**src/rtl/fetch_pkg.sv**
```systemverilog
// Shared types and constants for the instruction fetch stage.
package fetch_pkg;

    localparam int INSTR_W = 16;

    localparam int OPC_MSB = 15;
    localparam int OPC_LSB = 12;
    localparam int OPA_MSB = 11;
    localparam int OPA_LSB = 6;
    localparam int OPB_MSB = 5;
    localparam int OPB_LSB = 0;

    localparam logic [INSTR_W-1:0] NOP = 16'h0000;

    typedef enum logic [1:0] {
        FETCH,
        WAIT_MEM,
        ISSUE,
        EXEC
    } fetch_state_e;

    function automatic logic [OPC_MSB-OPC_LSB:0] opcode_of(input logic [INSTR_W-1:0] w);
        return w[OPC_MSB:OPC_LSB];
    endfunction

endpackage

```
**src/rtl/fetch_pc.sv**
```systemverilog
// Program counter: PC register, wrapping increment, pending-branch latch and next-PC select.
// With PREFETCH_EN defined it also reports whether the next PC is a branch target.
module fetch_pc #(
    parameter int                ADDR_W   = 16,
    parameter logic [ADDR_W-1:0] RESET_PC = '0
) (
    input  logic              clk,
    input  logic              reset,
    input  logic              upd,
    input  logic              cap,
    input  logic              br,
    input  logic [ADDR_W-1:0] target,
`ifdef PREFETCH_EN
    output logic              redirect,
`endif
    output logic [ADDR_W-1:0] pc
);

    logic              pend;
    logic [ADDR_W-1:0] pend_tgt;
    logic [ADDR_W-1:0] next_pc;

    // A branch seen in the finishing cycle beats any earlier latched target.
    always_comb begin
        next_pc = pc + ADDR_W'(1);
        if (br)
            next_pc = target;
        else if (pend)
            next_pc = pend_tgt;
    end

`ifdef PREFETCH_EN
    assign redirect = br | pend;
`endif

    always_ff @(posedge clk or negedge reset) begin
        if (!reset) begin
            pc   <= RESET_PC;
            pend <= 1'b0;
        end else if (upd) begin
            pc   <= next_pc;
            pend <= 1'b0;
        end else if (cap) begin
            pend <= 1'b1;
        end
    end

    always_ff @(posedge clk) begin
        if (cap)
            pend_tgt <= target;
    end

endmodule

```
**src/rtl/instr_fetch.sv**
```systemverilog
// Fetch stage feeding the decoder: FETCH -> WAIT_MEM -> ISSUE -> EXEC handshake with memory and execute.
// Optional one-entry prefetch buffer is enabled by defining PREFETCH_EN.
module instr_fetch
    import fetch_pkg::*;
#(
    parameter int                ADDR_W   = 16,
    parameter int                DATA_W   = INSTR_W,
    parameter logic [ADDR_W-1:0] RESET_PC = '0
) (
    input  logic              clk,
    input  logic              reset,
    output logic [ADDR_W-1:0] mem_addr,
    output logic              mem_rd,
    input  logic [DATA_W-1:0] mem_data,
    input  logic              mem_valid,
    output logic [DATA_W-1:0] instruction,
    output logic              IR,
    input  logic              IF,
    input  logic              BRjEn,
    input  logic [DATA_W-1:0] bus,
    output logic [ADDR_W-1:0] pc
);

    fetch_state_e      state, state_nxt;
    logic              mem_rd_nxt, ir_nxt;
    logic [ADDR_W-1:0] mem_addr_nxt;
    logic [DATA_W-1:0] instr_nxt;
    logic              rd_ack, pc_upd, br_cap;

    assign rd_ack = mem_rd & mem_valid;
    assign pc_upd = (state == EXEC) & IF;
    assign br_cap = (state == EXEC) & BRjEn & ~IF;

`ifdef PREFETCH_EN
    logic              redirect;
    logic              buf_valid, bv_nxt;
    logic              flush, flush_nxt;
    logic              pf_hit;
    logic [DATA_W-1:0] pf_buf, pf_data;

    // A word arriving in the finishing cycle is as good as a buffered one.
    assign pf_hit  = buf_valid | rd_ack;
    assign pf_data = buf_valid ? pf_buf : mem_data;
`endif

    fetch_pc #(
        .ADDR_W   (ADDR_W),
        .RESET_PC (RESET_PC)
    ) u_pc (
        .clk      (clk),
        .reset    (reset),
        .upd      (pc_upd),
        .cap      (br_cap),
        .br       (BRjEn),
        .target   (bus[ADDR_W-1:0]),
`ifdef PREFETCH_EN
        .redirect (redirect),
`endif
        .pc       (pc)
    );

    always_comb begin
        state_nxt    = state;
        mem_rd_nxt   = mem_rd;
        mem_addr_nxt = mem_addr;
        ir_nxt       = IR;
        instr_nxt    = instruction;
`ifdef PREFETCH_EN
        bv_nxt       = buf_valid;
        flush_nxt    = flush;
`endif
        case (state)
            FETCH: begin
                mem_addr_nxt = pc;
                mem_rd_nxt   = 1'b1;
                state_nxt    = WAIT_MEM;
            end
            WAIT_MEM: begin
                if (rd_ack) begin
                    mem_rd_nxt = 1'b0;
`ifdef PREFETCH_EN
                    if (flush) begin
                        flush_nxt = 1'b0;
                        state_nxt = FETCH;
                    end else
`endif
                    begin
                        instr_nxt = mem_data;
                        state_nxt = ISSUE;
                    end
                end
            end
            ISSUE: begin
                ir_nxt    = 1'b1;
                state_nxt = EXEC;
`ifdef PREFETCH_EN
                mem_addr_nxt = pc + ADDR_W'(1);
                mem_rd_nxt   = 1'b1;
                bv_nxt       = 1'b0;
`endif
            end
            EXEC: begin
`ifdef PREFETCH_EN
                if (rd_ack) begin
                    bv_nxt     = 1'b1;
                    mem_rd_nxt = 1'b0;
                end
                if (IF) begin
                    ir_nxt = 1'b0;
                    bv_nxt = 1'b0;
                    if (redirect) begin
                        // An in-flight prefetch must drain before the target can be requested.
                        if (mem_rd && !mem_valid) begin
                            flush_nxt = 1'b1;
                            state_nxt = WAIT_MEM;
                        end else begin
                            state_nxt = FETCH;
                        end
                    end else if (pf_hit) begin
                        instr_nxt = pf_data;
                        state_nxt = ISSUE;
                    end else begin
                        state_nxt = WAIT_MEM;
                    end
                end
`else
                if (IF) begin
                    ir_nxt    = 1'b0;
                    state_nxt = FETCH;
                end
`endif
            end
            default: state_nxt = FETCH;
        endcase
    end

    always_ff @(posedge clk or negedge reset) begin
        if (!reset) begin
            state       <= FETCH;
            mem_rd      <= 1'b0;
            mem_addr    <= RESET_PC;
            IR          <= 1'b0;
            instruction <= DATA_W'(NOP);
`ifdef PREFETCH_EN
            buf_valid   <= 1'b0;
            flush       <= 1'b0;
`endif
        end else begin
            state       <= state_nxt;
            mem_rd      <= mem_rd_nxt;
            mem_addr    <= mem_addr_nxt;
            IR          <= ir_nxt;
            instruction <= instr_nxt;
`ifdef PREFETCH_EN
            buf_valid   <= bv_nxt;
            flush       <= flush_nxt;
`endif
        end
    end

`ifdef PREFETCH_EN
    always_ff @(posedge clk) begin
        if (state == EXEC && rd_ack)
            pf_buf <= mem_data;
    end
`endif

endmodule
```
**config.mk**
```make
export PLATFORM = sky130hd
export DESIGN_NAME = instr_fetch
export DESIGN_NICKNAME = d
export VERILOG_FILES = /design/src/rtl/fetch_pkg.sv /design/src/rtl/fetch_pc.sv /design/src/rtl/instr_fetch.sv
export SDC_FILE = /design/constraint.sdc
export NUM_CORES = 1
export LEC_CHECK = 0
export CAP_MARGIN = 20
export CORE_AREA = 3 3 78 98
export DETAILED_ROUTE_END_ITERATION = 10
export DIE_AREA = 0 0 81 101
export PLACE_DENSITY_LB_ADDON = 0.12
export SETUP_SLACK_MARGIN = 0.4
export SYNTH_ARGS = -nofsm -noshare
export SYNTH_HDL_FRONTEND = slang
export SYNTH_HIERARCHICAL = 1
export SYNTH_SLANG_ARGS = --single-unit
```
**constraint.sdc**
```tcl
create_clock -name clk -period 2.4 [get_ports clk]
set_input_delay 0.48 -clock clk [delete_from_list [all_inputs] [get_ports clk]]
set_output_delay 0.48 -clock clk [all_outputs]
set_load 0.01 [all_outputs]
```
### Word level (Yosys, flattened, before mapping)

Index checks and enable logic that the tools add are counted.

* bitwise logic cells: 5
* multiplexer cells: 11
* reduce and logical (&&, ||, !) cells: 8
* add/subtract/negate cells: 1
* equal/unequal tests: 5

Operator list (count)
* 16-bit two-way mux: 2
* 16-bit by 1-bit adder with 16-bit output, second input constant: 1
* 2-bit one-hot mux with 4 select lines: 1
* 2-bit AND reduction: 4
* 2-bit nonzero test: 3
* 1-bit AND: 4
* 2-bit equality test, second input constant: 2
* 1-bit two-way mux: 4
* 2-bit two-way mux: 2
* 2-bit != test, second input constant: 2
* 1-bit one-hot mux with 2 select lines: 2
* 2-bit by 1-bit equality test with 1-bit output, second input constant: 1
* 2-bit zero test: 1
* 1-bit NOT: 1

* output and inout bits: 50
* bits in registers: 69
* word-level logic and storage cells: 38
* input bits: 37

### Logic depth before layout (Yosys ltp)

Gate-level depths: netlist of run 1.

* depth after elaboration: 5
* depth in mapped cells: 6

### Hierarchy

The synthesis of run 1 kept the hierarchy.

By module, submodules not included
* fetch_pc: cells an instance 169, times used 1, area each 1742.9 um2
* instr_fetch: cells an instance 94, times used 1, area each 1493.9 um2

### Worst setup path before layout of run 1

No wires, ideal clock.

* path type: register to register
* start point: register state[1]
* end point: register u_pc.pend_tgt[0], enable pin
* slack: 0.663 ns
* stages on the path, launching flop included: 4
* period minus slack after synthesis: 1.737 ns
* required time: 2.010 ns
* arrival time: 1.347 ns
* setup time: 0.390 ns
* cells stage by stage: dfrtp_1 -> ha_1 -> nand2_1 -> nor2_1

* longest elaborated chain between the ends: 3

Ends and longest elaborated chain
* from (decl): RTL line instr_fetch.sv:24 `fetch_state_e state, state_nxt;`
* from (signal assigned): RTL line instr_fetch.sv:149 `state <= state_nxt;`
* 2-bit equality test: RTL line instr_fetch.sv:32 `assign br_cap = (state == EXEC) & BRjEn & ~IF;`
* 1-bit AND (2 in a row): RTL line instr_fetch.sv:32
* via br_cap: RTL line instr_fetch.sv:28 `logic rd_ack, pc_upd, br_cap;`
* to (signal assigned): RTL line fetch_pc.sv:50 `pend_tgt <= target;`
* to (decl): RTL line fetch_pc.sv:20 `logic [ADDR_W-1:0] pend_tgt;`

The timed path passes the listed nets, and every way through them passes these cells.
A chain may end at the register's enable or synchronous reset.

### Final worst setup path of run 1

* start point: register u_pc.pc[10]
* end point: output pc[10]

RTL lines
* from (decl): RTL line fetch_pc.sv:16 `output logic [ADDR_W-1:0] pc`
* from (signal assigned): RTL line fetch_pc.sv:41 `pc <= next_pc;`
* to (decl): RTL line instr_fetch.sv:21 `output logic [ADDR_W-1:0] pc`

No word-level cell between the ends.

==> impl_results.md, run 1 <==
* Sequential share of power at 38.4%
* Diode count at 0
* Largest net degree at the start of global routing at 32
* Clock share of power at 16.7%
* Core footprint at 6890 µm²
* CP top delay family: buffers and inverters
* CTS Hold Bufs at 0
* Crit path buffers/inverters at 1
* Total Power at 5.51 mW
* Yosys warns at 6
* DR iter-0 viols at 167
* Placed cells at 437
* R2r worst-path depth at 5
* Core Util, Final at 64.3%
* Die width at 81 µm
* Net Count, Synth at 306
* Avg Inst Size Synth at 12.3 µm²
* Pins Over Slew Limit at 0
* # IOs at 87
* Drt pass-1 iters at 5
* Critical path cell sequence: clkdlybuf4s50_1
* Routed length per instance at 16.4 µm
* CP peak stage delay at 0.61 ns
* GRT overflow at 0
* CTS Buffer Depth at 2
* Starting Density at 47.0%
* Resized Gates After CTS at 0
* Setup crit end kind: output port
* CTS clk-pin slew, worst paths at 0.07 ns
* Relative slew slack at 60.5%
* Worst r2r dst: u_pc/pc[12]
* Critical Path AT at 1.46 ns
* Die height at 101 µm
* Seq/Total Area, Yosys at 55.8%
* Root Driver: clkbuf_8
* RSZ-0062 raised after global routing: no
* Post-synth cell types at 53
* # Post-CTS Setup Buffers at 0
* Die ar. at 8180 µm²
* Setup TNS at 0 ns
* Final min period at 1.94 ns
* Worst path slowest cell: clkdlybuf4s50_1
* Commonest cells after routing, fill and taps aside: clkdlybuf4s50_1, dfrtp_1, mux2_2
* Commonest non-fill, non-tap cell in the layout: clkdlybuf4s50_1
* Sw Share at 33.7%
* Combinational Power Share at 44.9%
* Peak supply drop at 651 µV
* Ys flop type: dfrtp_1
* Clock buffer count from CTS at 9
* Synth Instances at 263
* Nets at 401
* Leak at 1.82 nW
* R2r setup slk at 0.52 ns
* Via count at 2448
* Final ANT Viol Nets at 0
* Reg2reg start: u_pc/pc[0]
* DR DRC count at 0
* Initial antenna violation count at 0
* Layout area overhead at 37.0%
* Hold Path Class: in2async
* Final period util at 80.8%
* Worst clock skew at 0.00973 ns
* Fmax at 516 MHz
* Worst slew pin tran at 0.593 ns
* CTS Sinks at 69
* Tightest hold margin at 0.144 ns
* Via density at 5.40
* Clk_lat worst skew at 0.33 ns
* Ys async rst share at 76.8%
* Post-DP HPWL at 5300 µm
* First-pass GRT wire length at 12100 µm
* Final Hold Fails at 0
* Critical path class: reg2out
* H-Tree Depth at 3
* Synth Cell Area at 3240 µm²
* PortBufs at 86
* Int Pwr at 3.65 mW
* CP Max Fanout at 8
* Layout cells sized above 1 at 18.2%
* Gpl congestion at 0.804
* Drt total wl at 7440 µm
* Psw at 1.86 mW
* Synthesis-stage register bit count at 69
* Vias in the first global route at 2477
* Type of element launching the critical path: register
* Outcome: finished clean
* Final setup viols at 0
* CTS tree: yes
* CP Data Required Time at 1.92 ns
* Setup crit start: u_pc/pc[10]
* Number of synthesized flops with an enable pin at 16
* Gr usage total at 19.2%
* Max Cap Viol at 0
* Pwr Density at 1240 nW/µm²
* Final non-filler cell total at 453
* Row cnt at 34
==> cell families after synthesis <==
kind of cell	after synthesis	share of synthesized area [%]
flip-flops	69	55.8
AND/OR/NAND/NOR	64	10.7
AO/OA/AOI/OAI	57	12.0
multiplexers	40	14.8
buffers and inverters	22	2.98
adder cells (fa/ha/maj)	6	2.32
XOR/XNOR	5	1.35
==> power groups by stage <==
stage	clock network [mW]	registers [mW]	logic, mW
finish	0.919	2.11	2.47
global route	0.995	2.18	2.70
CTS	0.944	2.12	2.50
detailed placement	0	2.13	2.49
global placement	0	2.11	2.45
floorplan	0	2.21	1.16
==> how the worst max path moves through the flow <==
stage                             to  cells after the start
global route                  pc[10]                      1
detailed placement        u_pc/pc[9]                      6
global placement          u_pc/pc[9]                      6
finish                        pc[10]                      1
CTS                           pc[10]                      1
floorplan           u_pc/pend_tgt[0]                      3
==> state kept, by name, indices dropped and copies added (netlist names) <==
name and cells:
instruction 16, u_pc/pc 16, mem_rd 1, u_pc/pend 1, mem_addr 16, u_pc/pend_tgt 16
IR 1, state 2
==> cell usage after synthesis (4+ instances only) <==
cell      instances  area share [%]
o211ai_1          4            0.93
ha_1              6             2.3
mux2_2           24             8.3
and3_1            4            0.77
nand3_1           4            0.62
nand2_1          14             1.6
a21oi_1          15             2.3
nor3_1            5            0.77
nor2_1           17             2.0
dfrtp_1          53              41
edfxtp_1         16              15
mux2_4           10             4.6
clkbuf_1          4            0.46
inv_1            10             1.2
buf_2             5            0.77
o21ai_0          11             1.7
mux2i_1           6             1.9
xnor2_1           4             1.1
==> metal layers <==
metal,GRT usage (%),wire length (µm),up-vias
li1,-,-,1157
met1,25.5,3260,1211
met2,31.4,3650,70
met3,3.49,453,10
met4,6.89,74,0
met5,0,0,-
==> cell type report <==
cell class / count / area, µm²
flip-flops and latches: 69 / 1810
repair buffers: 94 / 941
inverters: 12 / 45.0
multi-input cells: 172 / 1330
clock buffers: 12 / 145
clock inverters: 4 / 47.5
well taps: 90 / 113
fillers: 572 / 2460
==> stage by stage <==
stage / setup slack (ns) / cell area [µm²]
after floorplan: 0.663 / 3240
after global placement: 0.336 / 4240
after detailed placement: 0.286 / 4240
after CTS: 0.452 / 4430
after global routing: 0.408 / 4430
final: 0.462 / 4430
Power figures use the tool's default switching activity.
==> run 2, diff against run 1 <==
==> constraint.sdc (replaced) <==
create_clock -name clk -period 1.9 [get_ports clk]
set_input_delay 0.38 -clock clk [delete_from_list [all_inputs] [get_ports clk]]
set_output_delay 0.38 -clock clk [all_outputs]
set_load 0.01 [all_outputs]
==> run 2 against run 1 <==
Effect of this change: total power grew 41%; clock skew is essentially flat; via count grew 11%; die area is the same; sequential power grew 19%; first-iteration DRC count grew 41%; flip-flop and latch count is the same; combinational power grew 57%; utilization grew 8.0 points; wire length grew 21%; cell count grew 9.7%; critical endpoint is now u_pc/pc[8]; largest cell class unchanged.
==> impl_results.md, run 2 (same netlist as run 1, synthesis figures left out) <==
* Outcome: finished clean
* Tightest hold margin at 0.397 ns (+0.253 ns)
* R2r worst-path depth at 5 (unchanged)
* Pins Over Slew Limit at 0 (unchanged)
* RSZ-0062 raised after global routing: yes
* Relative slew slack at 70.3% (+9.9 points)
* Fill cells at 501 (-12%)
* Setup TNS at 0 ns (unchanged)
* Commonest non-fill, non-tap cell in the layout: dlygate4sd2_1
* Final Hold Fails at 0 (unchanged)
* Final min period at 1.56 ns
* Layout area overhead at 54.1%
* Largest net degree at the start of global routing at 49 (+53%)
* CTS Sinks at 69 (unchanged)
* Reg2reg start: u_pc/pend
* Die height at 101 µm (unchanged)
* Root Driver: clkbuf_8
* Peak supply drop at 982 µV (+51%)
* Starting Density at 47.0% (unchanged)
* Place WS at 0.0251 ns (-0.261 ns)
* Routing usage on met1 at 28.0% (+2.6 points)
* Clock buffer count from CTS at 9 (unchanged)
* PortBufs at 86 (unchanged)
* Commonest cells after routing, fill and taps aside: dlygate4sd2_1, dfrtp_1, buf_4
* CTS clk-pin slew, worst paths at 0.08 ns (about the same)
* Core footprint at 6890 µm² (unchanged)
* H-Tree Depth at 3 (unchanged)
* # IOs at 87 (unchanged)
* DR DRC count at 0 (unchanged)
* Hold Path Class: in2async
* Final period util at 82.1%
* Drt total wl at 9010 µm (+21%)
* Final setup viols at 0 (unchanged)
* Vias in the first global route at 2669 (+7.8%)
* Drt pass-1 iters at 5 (unchanged)
* Die width at 81 µm (unchanged)
* Worst clock skew at 0.00974 ns (+0.0000120 ns)
* Critical Path AT at 1.84 ns (+0.38 ns)
* CTS Buffer Depth at 2 (unchanged)
* Worst Setup EP: u_pc/pc[8]
* Storage element area at 1830 µm² (+1.0%)
* Grt met2 use at 37.4% (+5.9 points)
* Leak at 2.21 nW (+21%)
* Final non-filler cell total at 497 (+9.7%)
* Pwr Density at 1560 nW/µm² (+26%)
* Setup crit start: u_pc/pend
* Placed cells at 444 (+1.6%)
* Met3 global-route usage at 3.58% (+0.089 points)
* Crit path buffers/inverters at 1 (unchanged)
* CP peak stage delay at 0.45 ns (-0.16 ns)
* Nets at 445 (+11%)
* Routed length per instance at 18.1 µm (+10%)
* First-pass GRT wire length at 13600 µm (+13%)
* CP top delay family: flip-flops
* Worst slew pin tran at 0.444 ns (-0.149 ns)
* Row cnt at 34 (unchanged)
* Grt peak-use layer: met2
* Diode count at 0 (unchanged)
* Gpl congestion at 0.799 (-0.67%)
* Worst setup margin at 0.340 ns (-0.122 ns)
* Crit. path cell count at 5 (+4)
* Via density at 5.46 (+1.1%)
* Multi-input gate area at 1510 µm² (+13%)
* Fin area at 4990 µm² (+13%)
* DR iter-0 viols at 236 (+41%)
* Worst path slowest cell: dfrtp_2
* Gr usage total at 22.3% (+3.1 points)
* Setup crit end kind: register
* Fmax at 641 MHz
* CP Data Required Time at 2.18 ns (+0.26 ns)
* Layout cells sized above 1 at 36.9% (+19 points)
* GRT overflow at 0 (unchanged)
* Worst r2r dst: u_pc/pc[8]
* Final ANT Viol Nets at 0 (unchanged)
* Critical path class: reg2reg
* Via count at 2715 (+11%)
* Max Cap Viol at 0 (unchanged)
* Dpl cell area at 4310 µm² (+1.7%)
* CTS tree: yes
* CP Max Fanout at 6 (-2)
* Initial antenna violation count at 0 (unchanged)
* Clk_lat worst skew at 0.35 ns (+0.02 ns)
* R2r setup slk at 0.34 ns (-0.18 ns)
* Type of element launching the critical path: register
* Critical path cell sequence: buf_2 > nor2b_1 > a22oi_1 > o41ai_2 > a22o_1
* Post-DP HPWL at 5500 µm (+3.8%)
* Die ar. at 8180 µm² (unchanged)
==> run 2: power breakdown <==
part,total [mW],switching [mW],internal [mW]
Clock,1.39,0.589,0.799
Sequential,2.51,0.374,2.13
Combinational,3.89,1.82,2.08
Total,7.79,2.78,5.01
==> run 2: per-layer routing <==
metal  wire length, µm  vias up  part of all wire [%]
met5                 0        -                     0
met4               172        0                   1.9
li1                  -     1256                     -
met1              3720     1331                    41
met3               550       16                   6.1
met2              4560      112                    51
==> run 2: metrics by stage <==
| stage | power (mW) | util (%) |
|---|---|---|
| after detailed placement | 5.93 | 62.5 |
| after global placement | 5.88 | 62.5 |
| after CTS | 7.41 | 69.0 |
| final | 7.79 | 72.4 |
| after global routing | 8.25 | 72.4 |
| after floorplan | 4.29 | - |
==> run 2: worst min path at each step <==
stage / start / to / cells after the start
finish: reset / mem_addr[11] / 2
global route: reset / mem_addr[11] / 2
CTS: reset / mem_addr[11] / 2
detailed placement: reset / mem_addr[12] / 1
global placement: reset / mem_addr[12] / 1
floorplan: reset / IR / 0
==> run 2: cell type report <==
cell class,instances,share of cell area [%]
Sequential cell,69,36.6
Multi-Input combinational cell,173,30.3
Timing Repair Buffer,137,25.1
Clock buffer,12,3.76
Tap cell,90,2.26
Clock inverter,4,1.00
Inverter,12,0.903
==> run 2: timing repair <==
item	4_1_cts	5_1_grt
hold buffers	1	0
pin swaps	10	10
setup endpoints to repair	79	53
cloned	2	2
setup buffers	23	9
resized for setup	76	39
endpoints found under the hold margin	5	0
==> run 2: worst register-to-register path, cell delays in order (launching register included) <==
cell,delay (ns)
dfrtp_2,0.45
buf_2,0.22
nor2b_1,0.42
a22oi_1,0.15
o41ai_2,0.08
a22o_1,0.18
==> run 3, diff against run 2 <==
--- a/config.mk
+++ b/config.mk
@@ -6,9 +6,9 @@
 export NUM_CORES = 1
 export LEC_CHECK = 0
 export CAP_MARGIN = 20
-export CORE_AREA = 3 3 78 98
+export CORE_AREA = 3 3 81 102
 export DETAILED_ROUTE_END_ITERATION = 10
-export DIE_AREA = 0 0 81 101
+export DIE_AREA = 0 0 84 105
 export PLACE_DENSITY_LB_ADDON = 0.12
 export SETUP_SLACK_MARGIN = 0.4
 export SYNTH_ARGS = -nofsm -noshare
==> constraint.sdc (replaced) <==
create_clock -name clk -period 1.3 [get_ports clk]
set_input_delay 0.26 -clock clk [delete_from_list [all_inputs] [get_ports clk]]
set_output_delay 0.26 -clock clk [all_outputs]
set_load 0.01 [all_outputs]
==> run 3 against run 2 <==
Effect of this change: largest power group unchanged; global-route usage grew 1.1 points; clock skew barely moved; sequential share of layout area shrank 4.0 points; the flow now finishes with violations (negative setup slack); non-clock buffer count up 65; hold slack better by 0.045 ns; combinational power grew 97%.
==> impl_results.md, run 3 (same netlist as run 1, synthesis figures left out) <==
* CTS tree: yes
* Drt total wl at 10600 µm (+18%)
* Peak supply drop at 1360 µV (+38%)
* Post-DP HPWL at 6270 µm (+14%)
* Setup crit end kind: register
* CTS clk-pin slew, worst paths at 0.08 ns (about the same)
* Gr usage total at 23.4% (+1.1 points)
* Hold Path Class: in2async
* Worst clock skew at 0.00939 ns (-0.000354 ns)
* Sequential share of power at 28.4% (-3.8 points)
* Psw at 4.64 mW (+67%)
* Layout cells sized above 1 at 55.8% (+19 points)
* Die ar. at 8820 µm² (+7.8%)
* Total Power at 13.1 mW (+68%)
* Outcome: finished, violations left
* Final ANT Viol Nets at 0 (unchanged)
* Gpl congestion at 0.844 (+5.6%)
* Max Cap Viol at 0 (unchanged)
* Multi-input gate area at 1580 µm² (+4.8%)
* Initial antenna violation count at 0 (unchanged)
* Fin area at 5570 µm² (+12%)
* Failing checks: negative setup slack
* Critical Path AT at 1.85 ns (about the same)
* CP Data Required Time at 1.59 ns (-0.59 ns)
* Final setup viols at 73 (+73)
* Final min period at 1.57 ns (+0.00874 ns)
* Commonest cells after routing, fill and taps aside: buf_4, dfrtp_1, buf_6
* PortBufs at 86 (unchanged)
* DR iter-0 viols at 203 (-14%)
* Dpl cell area at 4770 µm² (+11%)
* Type of element launching the critical path: register
* CTS Sinks at 69 (unchanged)
* GRT overflow at 0 (unchanged)
* Clock share of power at 13.1% (-4.7 points)
* Vias in the first global route at 3195 (+20%)
* Worst setup margin at -0.268 ns (-0.609 ns)
* Die width at 84 µm (+3.7%)
* Fill cells at 499 (-0.40%)
* Commonest non-fill, non-tap cell in the layout: buf_4
* Setup TNS at -10.90 ns (-10.90 ns)
* Tightest hold margin at 0.441 ns (+0.0446 ns)
* Root Driver: clkbuf_8
* CTS Buffer Depth at 2 (unchanged)
* Largest net degree at the start of global routing at 54 (+10%)
* Combinational Power Share at 58.5% (+8.5 points)
* Via count at 3066 (+13%)
* CP Max Fanout at 3 (-3)
* # IOs at 87 (unchanged)
* Pwr Density at 2350 nW/µm² (+50%)
* RSZ-0062 raised after global routing: yes
* Clock buffer count from CTS at 9 (unchanged)
* Row cnt at 35 (+2.9%)
* Fmax at 638 MHz (-0.56%)
* H-Tree Depth at 3 (unchanged)
* Storage element area at 1820 µm² (-0.55%)
* Place WS at -0.432 ns (-0.457 ns)
* Final non-filler cell total at 563 (+13%)
* Die height at 105 µm (+4.0%)
* Pins Over Slew Limit at 0 (unchanged)
* Nets at 509 (+14%)
* Critical path class: reg2reg
* Sw Share at 35.5% (-0.23 points)
* Final Hold Fails at 0 (unchanged)
* Clk_lat worst skew at 0.35 ns (about the same)
* Core footprint at 7400 µm² (+7.4%)
* Via density at 5.45 (-0.31%)
* Leak at 2.55 nW (+15%)
* Final period util at 121% (+39 points)
* Core Util, Final at 75.2% (+2.8 points)
* Starting Density at 43.7% (-3.2 points)
* Layout area overhead at 72.0%
* Relative slew slack at 73.1% (+2.8 points)
* First-pass GRT wire length at 16300 µm (+19%)
* Routed length per instance at 18.9 µm (+4.2%)
* DR DRC count at 0 (unchanged)
* Worst slew pin tran at 0.403 ns (-0.0409 ns)
* Int Pwr at 8.44 mW (+69%)
* Drt pass-1 iters at 5 (unchanged)
* Diode count at 0 (unchanged)
* Placed cells at 495 (+11%)
## run 3: timing repair
| item | in CTS | in global routing |
|---|---|---|
| setup buffers | 32 | 16 |
| gates resized for setup | 269 | 22 |
| endpoints found under the hold margin | 53 | 0 |
| cloned | 3 | 0 |
| hold buffers | 1 | 0 |
| pin swaps | 11 | 9 |
| endpoints found under the setup margin | 119 | 119 |
## run 3: per-layer routing
| layer | part of all wire [%] | global-route usage (%) | vias up |
|---|---|---|---|
| li1 | - | - | 1367 |
| met1 | 40 | 30.1 | 1491 |
| met2 | 50 | 37.5 | 171 |
| met3 | 7.5 | 6.07 | 37 |
| met4 | 2.9 | 9.66 | 0 |
| met5 | 0 | 0 | - |
## run 3: cell type report
class	instances	area share (%)
Clock buffer	9	2.23
Inverter	12	0.854
Multi-Input combinational cell	172	28.5
Sequential cell	69	32.6
Tap cell	92	2.07
Clock inverter	7	1.19
Timing Repair Buffer	202	32.6
## run 3: critical path, stage by stage, from the launching register on
cell	delay [ns]
dfrtp_1	0.39
buf_6	0.12
nand4_1	0.18
buf_4	0.22
buf_6	0.12
nor4_4	0.17
o21a_1	0.17
o22a_1	0.13
## run 3: power by group through the flow
stage               registers [mW]  logic [mW]  clock network (mW)
floorplan                     4.13        2.32                   0
CTS                           3.68        6.94                1.75
global route                  3.83        8.13                1.84
finish                        3.72        7.65                1.72
detailed placement            3.77        5.86                   0
global placement              3.74        5.75                   0
## run 3: final timing paths
check | to | slack [ns] | startpoint | cells after the start
hold / removal | mem_addr[11] | 0.44 | reset | 3
setup reg to reg | u_pc/pc[13] | -0.27 | u_pc/pc[5] | 7
max in group asynchronous | u_pc/pend | 0.59 | reset | 3
hold reg to reg | instruction[10] | 0.51 | instruction[10] | 1
setup / recovery | u_pc/pc[13] | -0.27 | u_pc/pc[5] | 7
min in group clk | instruction[10] | 0.51 | instruction[10] | 1
